## config.mk

```make
export PLATFORM = sky130hd
export DESIGN_NAME = dmem_host_port
export DESIGN_NICKNAME = d
export VERILOG_FILES = /design/src/rtl/dmem_host_port.sv
export SDC_FILE = /design/constraint.sdc
export NUM_CORES = 1
export LEC_CHECK = 0
export CAP_MARGIN = 20
export CORE_MARGIN = 5
export CORE_UTILIZATION = 47
export CTS_CLUSTER_DIAMETER = 50
export CTS_CLUSTER_SIZE = 20
export DETAILED_ROUTE_END_ITERATION = 8
export GPL_ROUTABILITY_DRIVEN = 0
export GPL_TIMING_DRIVEN = 0
export PLACE_DENSITY = 0.8
export SYNTH_ARGS = -nofsm -noshare
export SYNTH_HDL_FRONTEND = slang
export SYNTH_SLANG_ARGS = --single-unit
```

## constraint.sdc

```tcl
create_clock -name clk -period 2.8 [get_ports clk]
set_clock_uncertainty 0.1 [all_clocks]
set_input_delay 0.42 -clock clk [delete_from_list [all_inputs] [get_ports clk]]
set_output_delay 0.42 -clock clk [all_outputs]
set_load 0.005 [all_outputs]
```

## src/rtl/dmem_host_port.sv

```systemverilog
// dmem_host_port: host-side LOAD/DUMP streaming port into DMEM; define DMEM_HOST_PORT_CHECKSUM_EN for a running checksum output
module dmem_host_port #(
    parameter int DATA_W    = 16,
    parameter int ADDR_W    = 16,
    parameter int DMEM_SIZE = 1000
) (
    input  logic              clk,
    input  logic              RESET,
    input  logic              load_start,
    input  logic [ADDR_W-1:0] load_len,
    input  logic              in_valid,
    input  logic [DATA_W-1:0] in_data,
    output logic              in_ready,
    input  logic              dump_start,
    input  logic [ADDR_W-1:0] dump_start_addr,
    input  logic [ADDR_W-1:0] dump_end_addr,
    output logic              out_valid,
    output logic [DATA_W-1:0] out_data,
    input  logic              out_ready,
    output logic [ADDR_W-1:0] mem_addr,
    output logic [DATA_W-1:0] mem_wdata,
    output logic              mem_we,
    input  logic [DATA_W-1:0] mem_rdata,
    output logic              host_owns_mem,
    output logic              busy,
    output logic              done,
`ifdef DMEM_HOST_PORT_CHECKSUM_EN
    output logic [DATA_W-1:0] checksum,
`endif
    output logic              err
);
    typedef enum logic [2:0] {IDLE, LOAD, DUMP_RD, DUMP_WAIT, DUMP_OUT, FIN} state_t;

    localparam logic [ADDR_W-1:0] SIZE = ADDR_W'(DMEM_SIZE);
    localparam logic [ADDR_W-1:0] ONE  = ADDR_W'(1);

    state_t            state;
    logic [ADDR_W-1:0] addr, remaining, end_addr, load_clip, end_clip;

    assign busy          = state != IDLE;
    assign host_owns_mem = state != IDLE;
    assign done          = state == FIN;

    // memory bus is driven only with in-range addresses; writes happen only on a LOAD handshake
    always_comb begin
        load_clip = load_len > SIZE ? SIZE : load_len;
        end_clip  = dump_end_addr > SIZE ? SIZE : dump_end_addr;
        in_ready  = state == LOAD && remaining != '0;
        mem_we    = in_ready && in_valid;
        mem_wdata = mem_we ? in_data : '0;
        mem_addr  = in_ready || (state == DUMP_RD && addr < end_addr) ? addr : '0;
    end

    // transfer sequencer: LOAD streams words in, DUMP reads one word per pass and waits for the consumer
    always_ff @(posedge clk) begin
        if (RESET) begin
            state     <= IDLE;
            addr      <= '0;
            remaining <= '0;
            end_addr  <= '0;
            out_valid <= 1'b0;
            out_data  <= '0;
            err       <= 1'b0;
        end else begin
            case (state)
                IDLE: begin
                    if (load_start) begin
                        state     <= LOAD;
                        addr      <= '0;
                        remaining <= load_clip;
                        err       <= load_len > SIZE;
                    end else if (dump_start) begin
                        state    <= DUMP_RD;
                        addr     <= dump_start_addr;
                        end_addr <= end_clip;
                        err      <= dump_start_addr > end_clip;
                    end
                end
                LOAD: begin
                    if (mem_we) begin
                        addr      <= addr + ONE;
                        remaining <= remaining - ONE;
                    end
                    if (remaining == '0 || (mem_we && remaining == ONE)) state <= FIN;
                end
                DUMP_RD: state <= addr < end_addr ? DUMP_WAIT : FIN;
                DUMP_WAIT: begin
                    out_data  <= mem_rdata;
                    out_valid <= 1'b1;
                    state     <= DUMP_OUT;
                end
                DUMP_OUT: begin
                    if (out_ready) begin
                        out_valid <= 1'b0;
                        addr      <= addr + ONE;
                        state     <= DUMP_RD;
                    end
                end
                default: state <= IDLE;
            endcase
        end
    end

`ifdef DMEM_HOST_PORT_CHECKSUM_EN
    // running sum of every word written or handed off, restarted by each accepted start
    always_ff @(posedge clk) begin
        if (RESET || (state == IDLE && (load_start || dump_start))) checksum <= '0;
        else if (mem_we) checksum <= checksum + in_data;
        else if (state == DUMP_OUT && out_ready) checksum <= checksum + out_data;
    end
`endif
endmodule

```

==> results.yml <==
floorplan:
  start_util_pct: 48.6
  die-area_sq_um: 11700
  ios: 141
  die-height_microns: 108
  fp.dieW_microns: 108
  core_sq_um: 9280
  num_rows: 35
grt:
  use_met1_pct: 30.6
  grt_max_degree: 14
  met2_usage_pct: 45.2
  grt_pass1_wl_mm: 24.4
  busiest_layer: "met2"
  grt_overflow: 0
  antenna_found_initial: 0
  grt_pass1_vias: 5078
  grt.met3_usage_pct: 6.33
  grt_usage_pct: 25.8
clocking:
  clk_latency_ns: 0.35
  cts-root-buf: "clkbuf_8"
  numCtsBuffers: 9
  clk_pin_slew_worst_paths_ns: 0.08
  htree_levels: 3
  postCtsHoldBufs: 0
  cts_tree: "built"
  clock_path_buffers: 2
  cts_num_sinks: 69
job:
  drv_cap: 0
status:
  violations: "setup timing"
  status: "finished, violations left"
setup_path:
  end_kind: "output pin"
  crit_fanout: 4
  startpoint: "end_addr[7]"
  worstPathRequired_ns: 2.28
  critical_path_class: "reg2out"
  start_kind: "register"
  reg2reg_from: "remaining[1]"
  cp.arrival_ns: 2.53
sta:
  fin_crit_sh_pct: 109
  hold_viol: 0
  timing.fmax_mhz: 328
  period_needed_ns: 3.05
  tightest_slew_ns: 0.678
  grt_setup_unrepaired: "yes"
  setup_violations: 16
  slew_headroom_pct: 54.8
  layout_setup_ws_ns: -0.249
  slew_viol_final: 0
routing:
  wl_mm: 15.4
  dr_total_vias: 5158
  ant_nets: 0
  vias_per_cell: 5.77
  wl_per_cell_microns: 17.2
  drt_iter0_markers: 371
  firstDrtPassIters: 5
  drc_errors: 0
logic_synthesis:
  synth_flop_cell: "dfxtp_1"
  syn-cell-area_sq_um: 4510
  ys_warn_count: 0
  avgSynthCellArea_sq_um: 7.77
  synthArstFlopShare_pct: 0
  synth_cells: 580
  yosysSeqAreaShare_pct: 30.6
  yosysUniqueCellTypes: 72
  synth_edf_count: 0
  synth-seq-cells: 69
placed_design:
  placedCellCount: 854
  port-buffer-count: 140
  hpwlAfterDp_mm: 11.4
cells_and_area:
  drive_above_1_share_pct: 19.2
  diodes: 0
  nets: 880
  fin_cells: 894
  fin_util_pct: 72.3
  area_growth_pct: 48.8
pwr:
  ir_drop_mv: 0.409
  power_leakage_uw: 0.00272
  power_density_nw_per_um2: 774
worst_hold_path:
  hp-class: "in2reg"
  min_from: "dump_end_addr[1]"
-- cells in the final DEF (no fill, tap or decap), drive strengths merged, types with 5 or more instances in the layout --
cell type / netlist / routed
a21oi: 62 / 62
conb: 1 / 6
nor3b: 6 / 6
a221oi: 7 / 7
dlygate4sd2: 0 / 11
o21ai: 28 / 28
clkbuf: 15 / 22
nand4: 6 / 6
nand3: 19 / 19
buf: 16 / 58
o22ai: 7 / 7
nor2: 46 / 46
nor3: 29 / 29
nand2: 79 / 79
inv: 27 / 28
clkdlybuf4s50: 0 / 105
nand2b: 8 / 8
ha: 34 / 34
dfxtp: 69 / 69
dlymetal6s2s: 0 / 8
a211oi: 19 / 19
nor4: 9 / 9
clkinv: 1 / 5
and2: 34 / 34
a32o: 6 / 6
-- cell families (layout without fill, tap and decap cells) --
logic type                 Yosys count  count (layout)  share of synthesized area [%]
and+or+nand+nor                    253             253                           29.4
AOI/OAI and AO/OA                  159             159                           23.8
xor gates and xnor gates             5               5                          0.971
DFF                                 69              69                           30.6
adders and majority gates           34              34                           9.44
buffers and inverters               59             239                           5.66
other                                1               6                         0.0832
-- critical path, cell delays in order (launching register included) --
cell and delay [ns]:
dfxtp_2 0.34, inv_2 0.05, ha_4 0.25, a211oi_2 0.19
nand2_1 0.14, a211oi_2 0.25, o21ai_2 0.14, o32ai_4 0.33
buf_6 0.18, buf_6 0.09, and2_4 0.13, buf_6 0.09
-- synth_stat cells, types with 3 or more instances --
cell	count	area, sq um
nand2_1	79	297
dfxtp_1	69	1380
a21oi_1	60	300
nor2_1	45	169
and2_1	34	213
ha_1	34	425
nor3_1	26	130
inv_1	25	93.8
o21ai_0	22	110
nand3_1	18	90.1
a211oi_1	16	120
clkbuf_1	15	56.3
buf_2	12	60.1
nand2b_1	8	50.1
a221oi_1	7	61.3
o22ai_1	7	43.8
a32o_1	6	60.1
nor4_1	6	37.5
o21ai_1	6	30.0
nand4_1	5	31.3
xor2_1	4	35.0
a211oi_2	3	37.5
buf_4	3	22.5
nor2b_1	3	18.8
nor3b_1	3	22.5
or3_1	3	18.8
-- stage by stage --
step / power [uW] / hold WS [ns] / TNS [ns] / setup WS (ns) / cell area (sq um)
3_5_place_dp: 3740 / 0.347 / -13.09 / -0.760 / 6090
6_report: 5190 / 0.315 / -3.13 / -0.249 / 6710
5_1_grt: 5500 / 0.338 / -4.41 / -0.318 / 6710
3_3_place_gp: 3650 / 0.341 / -11.14 / -0.733 / 6090
4_1_cts: 4950 / 0.358 / -3.24 / -0.229 / 6550
2_1_floorplan: 2920 / 0.328 / 0 / 0.206 / 4530
-- sequential cells by signal, summed over array words and instances, names as in the netlist --
name and cells:
out_valid 1, err 1, end_addr 16, out_data 16, addr 16, remaining 16, state 3
-- worst paths after layout --
kind                                    end  slack (ns)  cells after the start
worst min register to register  out_data[3]        0.35                      2
worst max-delay path            mem_addr[0]       -0.25                     11
worst min-delay path            end_addr[1]        0.31                      3
worst max register to register      addr[4]        0.32                     11
-- where the power goes --
group          internal [uW]  switching, uW
sequential              1170            238
combinational           1410           1540
clock                    414            419
total                   2990           2200
-- layout make-up --
type                    instances  area [sq um]
repair buffers                167          1600
clock buffers                   9           124
plain buffers                  28           139
fillers                       711          2580
multi-input cells             457          3090
well taps                     129           161
flip-flops and latches         69          1410
clock inverters                 7          73.8
inverters                      28           110
-- what timing repair did --
| item | 4_1_cts | 5_1_grt |
|---|---|---|
| setup endpoints to repair | 35 | 24 |
| setup buffers | 18 | 8 |
| gates resized for setup | 135 | 36 |
| pin swaps | 20 | 10 |
| gates cloned | 1 | 0 |
-- metal layers --
layer  wire length (microns)  up-vias
met1                    5910     2398
met4                     354        0
met5                       0        -
met3                    1450       35
li1                        -     2455
met2                    7660      270
(Power assumes the default switching activity.)
